--- config.mk ---
export PLATFORM = sky130hd
export DESIGN_NAME = ram_port_arbiter
export DESIGN_NICKNAME = d
export VERILOG_FILES = /design/src/rtl/ram_arb_pkg.sv /design/src/rtl/arb_starve_cnt.sv /design/src/rtl/ram_port_arbiter.sv
export SDC_FILE = /design/constraint.sdc
export NUM_CORES = 1
export LEC_CHECK = 0
export ABC_AREA = 1
export CORE_UTILIZATION = 34
export DETAILED_ROUTE_END_ITERATION = 7
export GPL_ROUTABILITY_DRIVEN = 0
export PLACE_DENSITY = 0.93
export SYNTH_ARGS = -nofsm -noshare
export SYNTH_HDL_FRONTEND = slang
export SYNTH_SLANG_ARGS = --single-unit
--- constraint.sdc ---
create_clock -name clk -period 2.8 [get_ports clk]
set_clock_uncertainty 0.15 [all_clocks]
set_input_delay 0.56 -clock clk [delete_from_list [all_inputs] [get_ports clk]]
set_output_delay 0.56 -clock clk [all_outputs]
set_load 0.01 [all_outputs]
--- src/rtl/ram_arb_pkg.sv ---
// Shared types and default widths for the RAM port arbiter slice.
package ram_arb_pkg;

    localparam int unsigned ARB_AW         = 8;
    localparam int unsigned ARB_DW         = 8;
    localparam int unsigned ARB_STARVE_MAX = 4;
    localparam int unsigned STARVE_CW      = 4;

    typedef enum logic [1:0] {
        IDLE,
        CPU_OWN,
        HOST_OWN,
        HOST_LOCK
    } arb_state_e;

    typedef enum logic [1:0] {
        RD_NONE,
        RD_CPU,
        RD_HOST
    } rd_owner_e;

endpackage

--- src/rtl/arb_starve_cnt.sv ---
// Saturating host-starvation counter: counts cycles the host waits, flags MAX.
module arb_starve_cnt
    import ram_arb_pkg::*;
#(
    parameter int unsigned MAX = ARB_STARVE_MAX
) (
    input  logic clk,
    input  logic rst_n,
    input  logic inc,
    input  logic clr,
    output logic at_max
);

    logic [STARVE_CW-1:0] cnt_q, cnt_d;

    always_comb begin
        cnt_d = cnt_q;
        if (clr) begin
            cnt_d = '0;
        end else if (inc && (cnt_q != STARVE_CW'(MAX))) begin
            cnt_d = cnt_q + STARVE_CW'(1);
        end
    end

    always_ff @(posedge clk or negedge rst_n) begin
        if (!rst_n) begin
            cnt_q <= '0;
        end else begin
            cnt_q <= cnt_d;
        end
    end

    assign at_max = (cnt_q == STARVE_CW'(MAX));

endmodule

--- src/rtl/ram_port_arbiter.sv ---
// CPU/host arbiter for a single-port RAM: one access per cycle, read data steered to owner.
// Optional macro ARB_ROUND_ROBIN_EN replaces CPU priority + starvation bound with round-robin.
module ram_port_arbiter
    import ram_arb_pkg::*;
#(
    parameter int unsigned AW         = ARB_AW,
    parameter int unsigned DW         = ARB_DW,
    parameter int unsigned STARVE_MAX = ARB_STARVE_MAX
) (
    input  logic          clk,
    input  logic          rst,
    input  logic          cpu_req,
    input  logic          cpu_we,
    input  logic [AW-1:0] cpu_addr,
    input  logic [DW-1:0] cpu_wdata,
    output logic          cpu_gnt,
    output logic          cpu_stall,
    output logic          cpu_rvalid,
    input  logic          host_req,
    input  logic          host_we,
    input  logic [AW-1:0] host_addr,
    input  logic [DW-1:0] host_wdata,
    input  logic          host_lock,
    output logic          host_gnt,
    output logic          host_rvalid,
    output logic [DW-1:0] rdata,
    output logic [AW-1:0] ram_addr,
    output logic [DW-1:0] ram_data,
    output logic          ram_rden,
    output logic          ram_wren,
    input  logic [DW-1:0] ram_q
);

    arb_state_e state_q, state_d;
    rd_owner_e  rd_owner_q, rd_owner_d;

`ifndef ARB_ROUND_ROBIN_EN
    logic starve_max;

    arb_starve_cnt #(
        .MAX (STARVE_MAX)
    ) u_starve (
        .clk    (clk),
        .rst_n  (rst),
        .inc    (host_req & ~host_gnt),
        .clr    (host_gnt | ~host_req),
        .at_max (starve_max)
    );
`endif

    // Grants are qualified by rst so nothing reaches the RAM while reset is asserted.
    always_comb begin
        cpu_gnt  = 1'b0;
        host_gnt = 1'b0;
        if (rst) begin
            if (state_q == HOST_LOCK) begin
                host_gnt = host_req;
            end else begin
`ifdef ARB_ROUND_ROBIN_EN
                if (cpu_req && host_req) begin
                    if (state_q == CPU_OWN) begin
                        host_gnt = 1'b1;
                    end else begin
                        cpu_gnt = 1'b1;
                    end
                end else begin
                    cpu_gnt  = cpu_req;
                    host_gnt = host_req;
                end
`else
                host_gnt = host_req & (~cpu_req | starve_max);
                cpu_gnt  = cpu_req & ~host_gnt;
`endif
            end
        end
    end

    // Leaving the lock always goes through IDLE so the CPU wins the following cycle.
    always_comb begin
        state_d = IDLE;
        if (state_q == HOST_LOCK && !host_lock) begin
            state_d = IDLE;
        end else if (host_gnt && host_lock) begin
            state_d = HOST_LOCK;
        end else if (host_gnt) begin
            state_d = HOST_OWN;
        end else if (cpu_gnt) begin
            state_d = CPU_OWN;
        end else if (state_q == HOST_LOCK) begin
            state_d = HOST_LOCK;
        end
    end

    always_comb begin
        rd_owner_d = RD_NONE;
        if (cpu_gnt && !cpu_we) begin
            rd_owner_d = RD_CPU;
        end else if (host_gnt && !host_we) begin
            rd_owner_d = RD_HOST;
        end
    end

    always_comb begin
        ram_addr = '0;
        ram_data = '0;
        ram_rden = 1'b0;
        ram_wren = 1'b0;
        if (cpu_gnt) begin
            ram_addr = cpu_addr;
            ram_data = cpu_wdata;
            ram_rden = ~cpu_we;
            ram_wren = cpu_we;
        end else if (host_gnt) begin
            ram_addr = host_addr;
            ram_data = host_wdata;
            ram_rden = ~host_we;
            ram_wren = host_we;
        end
    end

    always_ff @(posedge clk or negedge rst) begin
        if (!rst) begin
            state_q    <= IDLE;
            rd_owner_q <= RD_NONE;
        end else begin
            state_q    <= state_d;
            rd_owner_q <= rd_owner_d;
        end
    end

    assign cpu_stall   = cpu_req & ~cpu_gnt;
    assign cpu_rvalid  = (rd_owner_q == RD_CPU);
    assign host_rvalid = (rd_owner_q == RD_HOST);
    assign rdata       = ram_q;

endmodule

**Word level (Yosys, flattened, before mapping)**

Index checks and enable logic that the tools add are counted.

- Logic and storage cells: 52
- Bits in registers: 8

- Mux-type cells: 21
- Reduce and logical (&&, ||, !) cells: 9
- Add/subtract/negate cells: 1
- Bitwise logic cells: 13
- Equality and inequality tests: 5

Operator list:

| cell | number |
|---|---|
| $mux W8 | 4 |
| $mux W2 | 7 |
| $mux W1 | 8 |
| $mux W4 | 2 |
| $not A1 Y1 | 7 |
| $logic_and A1 B1 Y1 | 5 |
| $add A4 B1 Y4 const B | 1 |
| $and A1 B1 Y1 | 4 |
| $eq A2 B2 Y1 const B | 2 |
| $eq A4 B3 Y1 const B | 1 |
| $ne A4 B3 Y1 const B | 1 |
| $logic_not A1 Y1 | 3 |
| $eq A2 B1 Y1 const B | 1 |
| $or A1 B1 Y1 | 2 |
| $reduce_bool A2 Y1 | 1 |

**Longest topological paths before layout**

Gate-level depths: netlist of run 1.

- Word-level depth: 11
- Depth in mapped cells: 8

**By module**

A second synthesis of run 1 with hierarchy kept.

- Cell total of the unflattened synthesis: 130
- Area, all modules: 842.1 sq um

Modules (own cells, without submodules):

| module | area each (sq um) | instances | cells an instance |
|---|---|---|---|
| ram_port_arbiter | 589.3 | 1 | 98 |
| arb_starve_cnt | 252.7 | 1 | 32 |

**Worst setup path after synthesis of run 1**

Ideal clock, no wire load.

- Path type: register to output
- Start: reg u_starve.cnt_q[0]
- End: out ram_addr[0]
- Setup slack: 0.797 ns
- Cell stages (with the launch flop): 9
- Required time: 2.090 ns
- Arrival: 1.293 ns
- Buffers on the path: 1
- Cells stage by stage: dfrtp_1 inv_1 ha_1 nand3_4 nand2_4 nand2_4 nand2_8 buf_12 o21ai_2

- Word-level cells in the longest chain between the ends: 8

Ends and longest elaborated chain:

| item | RTL line | source |
|---|---|---|
| start, declared | arb_starve_cnt.sv:14 | `logic [STARVE_CW-1:0] cnt_q, cnt_d;` |
| start signal, assigned | arb_starve_cnt.sv:29 | `cnt_q <= cnt_d;` |
| $eq A4 B3 Y1 (*) | arb_starve_cnt.sv:33 | `assign at_max = (cnt_q == STARVE_CW'(MAX));` |
| $or A1 B1 Y1 (*) | ram_port_arbiter.sv:71 | `host_gnt = host_req & (~cpu_req \| starve_max);` |
| $and A1 B1 Y1 (*) | ram_port_arbiter.sv:71 |  |
| $not A1 Y1 | ram_port_arbiter.sv:72 | `cpu_gnt = cpu_req & ~host_gnt;` |
| $and A1 B1 Y1 | ram_port_arbiter.sv:72 |  |
| $mux W1 | ram_port_arbiter.sv:56 | `if (state_q == HOST_LOCK) begin` |
| $mux W1 | ram_port_arbiter.sv:55 | `if (rst) begin` |
| $mux W8 (*) | ram_port_arbiter.sv:108 | `if (cpu_gnt) begin` |
| end, declared | ram_port_arbiter.sv:27 | `output logic [AW-1:0] ram_addr,` |

Mark *: on every way between the ends. The rest lies on a longest branch, timed or not.

**Final worst setup path of run 1**

- Start: in rst
- End: out ram_addr[7]

- Word-level cells in the longest chain between the ends: 3

Ends and longest elaborated chain:

| item | RTL line | source |
|---|---|---|
| start, declared | ram_port_arbiter.sv:11 | `input logic rst,` |
| $mux W1 | ram_port_arbiter.sv:55 |  |
| $mux W8 | ram_port_arbiter.sv:113 | `end else if (host_gnt) begin` |
| $mux W8 (*) | ram_port_arbiter.sv:108 |  |

Marks and branches as above.

==> out/metrics.json, run 1 <==
{
  "outcome": {
    "outcome": "complete, no violations"
  },
  "detailed_routing": {
    "routedWlPerCell_um": 11.34,
    "via_per_inst": 4.521,
    "finalWirelength_mm": 2.461,
    "antenna_violating_nets_post_route": 0,
    "drt_iter0_markers": 24,
    "route.detailed.drc": 0,
    "drt-pass1-iter-count": 4,
    "vias": 981
  },
  "final_layout": {
    "final_cell_count_no_fill": 217,
    "antenna_cells_inserted": 0,
    "finish.net_count": 238,
    "fin_area_mm2": 0.001535,
    "fraction_of_final_layout_cells_with_drive_strength_greater_than_1_pct": 21.39,
    "area_growth_syn_to_layout_pct": 75.54
  },
  "sta": {
    "hold_viol": 0,
    "min_period_ps": 2753,
    "layout_setup_ws_ps": 46.68,
    "final_setup_violations": 0,
    "worst_hold_slack_ps": 420.9,
    "slew_violations": 0,
    "max_slew.worst_pin.slew_ps": 201.4,
    "rsz0062_at_grt": "false",
    "highest_achievable_clock_rate_ghz": 0.3632,
    "worst_slew_margin_rel_pct": 86.58,
    "min_period_over_period_pct": 98.33
  },
  "setup_path": {
    "critical-path-max-stage-delay_ps": 520,
    "cp.arrival_ps": 2040,
    "worst_reg_to_reg_path_cell_count": 9,
    "cp-start-kind": "input port",
    "critical_path.max_fanout": 13,
    "slowest_stage": "clkdlybuf4s50_1",
    "critical_path.cell_chain": "clkdlybuf4s50_1 -> and3_4 -> nand2_8 -> buf_4 -> o21ai_0 -> dlygate4sd2_1",
    "timing.rr.start": "u_starve.cnt_q[0]",
    "path_class": "in -> out",
    "worst_ep_required_time_ps": 2090,
    "worstSetupStartpoint": "rst",
    "worstSetupEndpointType": "primary output"
  },
  "worst_hold_path": {
    "min-delay-path-class": "reg -> reg",
    "min_path_cells": 3,
    "worst_min_path_start": "u_starve.cnt_q[3]"
  },
  "logic_synthesis": {
    "synth_area_leaders": "dfrtp_1 (23%), inv_1 (12%), nand3_1 (11%)",
    "postSynthNetCount": 170,
    "synthDominantCellAreaShare_pct": 22.89,
    "synthDominantAreaCellType": "dfrtp_1",
    "synth-warning-count": 0,
    "syn_inst": 121,
    "ys_seq_elements": 8,
    "syn_avg_cell_area_um2": 7.228,
    "synthDistinctLibCells": 22,
    "synth.cell_area_um2": 874.6,
    "seq_area_frac_synth_pct": 22.89
  },
  "power": {
    "vdd_ir_drop_max_mv": 0.1652,
    "powerDensity_mw_per_mm2": 284.1,
    "p_leak_uw": 0.0008296,
    "totalPowerFinal_uw": 436.2
  },
  "die": {
    "placeableCoreArea_mm2": 0.002455,
    "die_w_um": 52.72,
    "initial_core_utilization_pct": 35.63,
    "num_io_pins": 78,
    "placementRows": 18,
    "dieArea_mm2": 0.002779,
    "die_height_um": 52.72
  },
  "global_routing": {
    "wire_length_of_the_first_global_routing_pass_mm": 3.953,
    "overall_global_routing_resource_usage_pct": 19.27,
    "global_route.overflow_total": 0,
    "first_global_vias": 924,
    "grt_max_degree": 17,
    "grt_antenna_before_repair": 0
  },
  "cts": {
    "ctsRootBufferMaster": "clkbuf_4",
    "cts.hold.buffers_added": 0,
    "cts.sinks": 8,
    "cts_buffers": 3,
    "cts_buffer_depth": 2,
    "htreeDepth": 1,
    "clock_insertion_delay_worst_skew_ps": 260,
    "clk_transition_reported_paths_ps": 50,
    "cts_tree": "done"
  },
  "place": {
    "dp.cells": 209,
    "detailedPlacementHpwl_mm": 1.917,
    "io_buffer_count": 61,
    "dpl_cell_area_mm2": 0.001496,
    "placement.setup.worst_slack_ps": -151.5
  },
  "flow_run": {
    "max-cap-violations": 0
  }
}
stage by stage:
step                      utilization [%]  TNS, ps
after floorplan                         -        0
after global placement              60.96   -808.3
after detailed placement            60.96    -1473
after CTS                           62.64        0
after global routing                62.54        0
final                               62.54        0
where the power goes:
group / total, uW / internal, uW / switching, uW
Clock: 89.4 / 49.1 / 40.2
Sequential: 136 / 126 / 10.6
Combinational: 211 / 116 / 94.9
Total: 436 / 290 / 146
cell usage in the layout (no fill, tap or decap), types with 2 or more instances in the layout:
cell type | Yosys | final
nand2_4 | 4 | 4
dlygate4sd2_1 | 0 | 17
clkbuf_4 | 0 | 3
nand2_1 | 8 | 8
clkbuf_2 | 0 | 2
clkdlybuf4s50_1 | 0 | 40
ha_1 | 2 | 2
inv_1 | 29 | 29
buf_4 | 9 | 12
nand2_2 | 2 | 2
o21ai_0 | 9 | 9
nor2_1 | 9 | 9
o21ai_2 | 10 | 10
dlymetal6s2s_1 | 0 | 2
nand3_1 | 19 | 19
dfrtp_1 | 8 | 7
a21oi_1 | 2 | 2
sequential cells by signal, summed over array words and instances (netlist names):
name / count
u_starve.cnt_q: 4
rd_owner_q: 2
state_q: 2
critical path, delay by kind of cell:
family                 cells  cell delay (ps)
AO/OA/AOI/OAI              1              160
buffers and inverters      3              970
AND/OR/NAND/NOR            2              360
final timing paths:
| kind | slack (ps) | to |
|---|---|---|
| worst max-delay path | 50 | ram_addr[7] |
| worst min-delay path | 420 | u_starve.cnt_q[3] |
| worst max register to register | 1100 | state_q[0] |
| worst min register to register | 420 | u_starve.cnt_q[3] |
| max in group asynchronous | 1830 | u_starve.cnt_q[0] |
| min in group asynchronous | 530 | u_starve.cnt_q[1] |
metal layers:
metal | global-route usage, % | part of all wire, %
met1 | 22.53 | 39
met3 | 2.899 | 4.4
met4 | 6.579 | 1.3
met2 | 35.02 | 55
met5 | 0 | 0
synthesized netlist by cell type (all sizes together):
cell / count
clkinv: 1
o21ai: 19
nand4: 1
ha: 2
dfrtp: 8
nand3: 21
inv: 29
nand2: 15
nor2: 9
a21oi: 3
buf: 11
and3: 1
xor2: 1
cell families after synthesis:
kind of cell | after synthesis | share of synthesized area, %
adders and majority gates | 2 | 2.861
buffers and inverters | 41 | 24.18
DFF | 8 | 22.89
AOI/OAI and AO/OA | 22 | 17.31
and+or+nand+nor | 47 | 31.76
xor gates and xnor gates | 1 | 1.002
cell type report:
class                           count  area (um2)
Fill cell                         236       919.6
Timing Repair Buffer               74       694.4
Multi-Input combinational cell     72       466.7
Sequential cell                     8       201.4
Inverter                           30       112.6
Tap cell                           30       37.54
Clock buffer                        3       22.52
repair_timing:
item                       4_1_cts  5_1_grt
setup buffers                    5        0
resized for setup               21        7
pin swaps                        2        0
setup endpoints to repair       20       12
Note: power is estimated with default switching activity, not from simulation.
==> run 2, diff against run 1 <==
Settings changed: SLEW_MARGIN set to 15.
==> results of run 2 <==
No change in the layout: final DEF, timing and power equal those of run 1.
==> run 3, diff against run 2 <==
Settings changed: SLEW_MARGIN 15 to 25.
==> results of run 3 <==
No change in the layout: final DEF, timing and power equal those of run 1.
==> variant 1, RTL diff (config.mk and constraints of run 1) <==
Set the package constant `ARB_AW` to 7 (it was 8).
--- a/src/rtl/ram_arb_pkg.sv
+++ b/src/rtl/ram_arb_pkg.sv
@@ -2,5 +2,5 @@
 package ram_arb_pkg;
 
-    localparam int unsigned ARB_AW         = 8;
+    localparam int unsigned ARB_AW         = 7;
     localparam int unsigned ARB_DW         = 8;
     localparam int unsigned ARB_STARVE_MAX = 4;
Ports: changed (resized cpu_addr, host_addr and ram_addr); port bits go from 78 to 75. The function was not compared with the original's and may differ.
==> variant 1 against run 1 <==
  * Worst setup slack better by 0.033 ns
  * Power down 1.1%
  * Wire length rose by 1.1%
  * Sequential cell count unchanged
  * Cell count down 3.2%
  * Maximum frequency increased by 1.2%
  * Synthesized cell count fell by 2.5%
  * Synthesized area decreased by 1.9%
  * Sequential share of layout area is 0.069 points higher
  * Cell area fell by 1.1%
  * Critical path type unchanged
==> variant 1: results (changes against run 1) <==
outcome:
  status: "finished, final reports clean"
layout:
  diodes: 0  # unchanged
  fin_cells: 210  # -3.2%
  drive_gt1_share_pct: 22.0  # +0.59 points
  num-fill-cells: 199  # -16%
routing:
  vias_per_cell: 4.59  # +1.4%
  dr.pass1.iters: 3  # -1
  wire_per_inst_um: 11.8  # +4.4%
  drt-initial-drc-count: 9  # -63%
grt:
  grt_pass1_vias: 929  # +0.54%
  grt_use_met3_pct: 2.32  # -0.58 points
  groute.layer.met2.usage_pct: 37.2  # +2.2 points
  grt_util_met1_pct: 22.2  # -0.37 points
  grt_max_degree: 16  # -1
  grtUsageTotal_pct: 19.4  # +0.16 points
  grt_pass1_wl_mm: 3.94  # -0.35%
placed_design:
  place_ws_ns: -0.214  # -0.0626 ns
  place_area_mm2: 0.00144  # -4.1%
  dp_hpwl_mm: 1.93  # +0.43%
  numPortBuffers: 58  # -4.9%
  dp_cells: 199  # -4.8%
power_and_ir_drop:
  leakagePower_nw: 0.817  # -1.5%
synth:
  synthTopCellsByArea: "dfrtp_1, inv_1, nand3_1"
  ys_seq_area_share_pct: 23.3  # +0.43 points
  yosys-top-cells-count: "inv_1, nand3_1, o21ai_2, nor2_1"
  synth_area_per_cell_um2: 7.27  # +0.64%
critical_path:
  crit_fanout: 9  # -4
  worstPathArrival_ns: 2.01  # -0.03 ns
cts:
  clk_latency_ns: 0.24  # -0.02 ns
sta:
  fin_crit_sh_pct: 97.2  # -1.2 points
  relSlewSlack_pct: 85.4  # -1.2 points
hold_path:
  hold_path.class: "register to register"
variant 1: cell types whose count changed after synthesis:
| cell | delta |
|---|---|
| buf_2 | +1 |
| inv_2 | +1 |
| o21ai_0 | -1 |
| inv_1 | -1 |
| clkinv_1 | -1 |
| nand3_1 | -1 |
| buf_4 | -1 |
variant 1: worst max-delay path, delay by kind of cell:
kind / cells / cell delay (ns)
buffers and inverters: 3 / 1.11
AND/OR/NAND/NOR: 2 / 0.33
variant 1: timing repair:
| item | CTS | global route |
|---|---|---|
| gates resized for setup | 18 | 6 |
| hold buffers | 0 | 0 |
| buffers inserted | 4 | 3 |
| cloned | 1 | 0 |
| pin swaps | 3 | 0 |
| endpoints found under the setup margin | 20 | 4 |
variant 1: logic make-up after synthesis:
| logic type | synth area share, % |
|---|---|
| AND/OR/NAND/NOR | 31.8 |
| flip-flops | 23.3 |
| buffers and inverters | 23.9 |
| XOR/XNOR | 1.02 |
| AO/OA/AOI/OAI | 17.1 |
| adder cells (fa/ha/maj) | 2.91 |
variant 1: routing by layer:
layer / share of wire (%) / vias up
met2: 55 / 29
met3: 3.9 / 2
met5: 0 / -
li1: - / 492
met4: 0.68 / 0
met1: 40 / 440
variant 1: power by group:
group	internal (mW)	leakage [nW]	switching (mW)
Combinational	0.115	0.696	0.0954
Sequential	0.125	0.107	0.0117
Clock	0.0488	0.0138	0.0352
variant 1: final timing paths:
kind,start,to,slack [ns],cells past startpoint
worst min-delay path,u_starve.cnt_q[3]$_DFFE_PN0P_,u_starve.cnt_q[3]$_DFFE_PN0P_,0.47,3
worst max register to register,u_starve.cnt_q[0]$_DFFE_PN0P_,u_starve.cnt_q[2]$_DFFE_PN0P_,1.14,8
min in group asynchronous,rst,rd_owner_q[0]$_DFF_PN0_,0.52,2
worst max-delay path,rst,cpu_gnt,0.08,5
max in group asynchronous,rst,rd_owner_q[1]$_DFF_PN0_,1.86,2
worst min register to register,u_starve.cnt_q[3]$_DFFE_PN0P_,u_starve.cnt_q[3]$_DFFE_PN0P_,0.47,3
variant 1: stage by stage:
stage               utilization [%]  TNS (ns)
detailed placement             62.5     -2.75
floorplan                         -         0
finish                         66.1         0
global placement               62.5     -1.81
global route                   66.1         0
CTS                            64.7         0
variant 1: layout make-up:
class | count | area share, %
clock buffer | 3 | 1.48
tap | 28 | 2.31
inverter | 29 | 7.17
sequential | 8 | 13.2
multi-input combinational | 71 | 31.6
timing repair buffer | 71 | 44.3
==> variant 2, RTL diff (flow settings as in run 1) <==
Without the edit above. Reset style: synchronous (`rst` and `rst_n`), changed in 2 clocked blocks.
--- a/src/rtl/arb_starve_cnt.sv
+++ b/src/rtl/arb_starve_cnt.sv
@@ -23,5 +23,5 @@
     end
 
-    always_ff @(posedge clk or negedge rst_n) begin
+    always_ff @(posedge clk) begin
         if (!rst_n) begin
             cnt_q <= '0;
--- a/src/rtl/ram_port_arbiter.sv
+++ b/src/rtl/ram_port_arbiter.sv
@@ -119,5 +119,5 @@
     end
 
-    always_ff @(posedge clk or negedge rst) begin
+    always_ff @(posedge clk) begin
         if (!rst) begin
             state_q    <= IDLE;
Check against the original RTL: differs if rst is asserted again (counterexample within 4 cycles, from zero or initial values and one cycle with rst low); with rst held inactive, the same outputs for 10 cycles.
==> variant 2 against run 1 <==
  * Core utilization is 4.6 points higher
  * Global-route usage is 0.50 points lower
  * Via count is 1.3% higher
  * Cell area is 1.4% lower
  * Sequential cell count stayed put
  * Die area is 4.7% lower
  * Synthesized area is 4.9% lower
  * Worst setup slack better by 0.078 ns
  * Wire length is 1.7% lower
  * Power is 15% lower
  * Critical endpoint is now ram_wren
  * Largest cell class unchanged
==> variant 2: results (changes against run 1) <==
power_and_ir_drop:
  p_seq_mw: 0.120  # -12%
  irDropWorstVdd_uv: 239  # +45%
  p_comb_mw: 0.161  # -24%
  leakagePower_nw: 0.840  # +1.3%
  internal_power_mw: 0.260  # -10%
  p_sw_mw: 0.109  # -25%
synth:
  ys_seq_area_share_pct: 19.2  # -3.6 points
  synthArstFlopShare_pct: 0  # -100 points
  ys.flop_type: "dfxtp_1"
  synth_xor_area_share_pct: 1.05  # +0.051 points
  synthAdderAreaFrac_pct: 3.01  # +0.15 points
  synthDistinctLibCells: 24  # +9.1%
  synthTopCellsByArea: "dfxtp_1, nand2_1, nand2_4"
  synth-compound-area-share_pct: 8.87  # -8.4 points
hold_path:
  whs_endpoint: "u_starve.cnt_q[3]$_SDFFE_PP0P_"
  hold_depth: 2  # -1
critical_path:
  cp-endpoint: "ram_wren"
  rr_endpoint: "u_starve.cnt_q[1]$_SDFFE_PP0P_"
grt:
  grt_pass1_vias: 962  # +4.1%
  grtUsageTotal_pct: 18.8  # -0.50 points
  grt_max_degree: 13  # -4
placed_design:
  dp_cells: 210  # +0.48%
  place_area_mm2: 0.00149  # -0.67%
  dp_hpwl_mm: 1.99  # +3.8%
routing:
  vias_per_cell: 4.64  # +2.7%
  drt-initial-drc-count: 12  # -50%
  drt_wl_total_mm: 2.42  # -1.7%
outcome:
  status: "finished, final reports clean"
layout:
  final_nets: 237  # -0.42%
  multi_input_area_um2: 527  # +13%
  fin_cells: 214  # -1.4%
  num-fill-cells: 198  # -16%
  drive_gt1_share_pct: 22.6  # +1.2 points
sta:
  whs_ns: 0.345  # -0.0762 ns
==> variant 2: cell types whose count changed after synthesis, moves of 2 or more <==
cell / before / now
nand4_1: 1 / 4
o21ai_2: 10 / 0
dfrtp_1: 8 / 0
nand2_1: 8 / 42
dfxtp_1: 0 / 8
a21oi_1: 2 / 5
nand2_2: 2 / 8
nand3_1: 19 / 2
inv_1: 29 / 10
nor2_1: 9 / 7
nand2_4: 4 / 11
o21ai_0: 9 / 2
==> variant 2: cell type report <==
cell class	instances	area share, %
Timing Repair inverter	1	0.744
Multi-Input combinational cell	90	34.8
Tap cell	28	2.31
Clock buffer	3	1.49
Inverter	13	4.21
Sequential cell	8	10.7
Timing Repair Buffer	71	45.8
==> variant 2: per-layer routing <==
layer	part of all wire, %	track usage [%]	up-vias
met1	34	17.8	437
met4	1.5	6.31	0
li1	-	-	499
met2	55	35.9	48
met5	0	0	-
met3	9.2	7.44	10
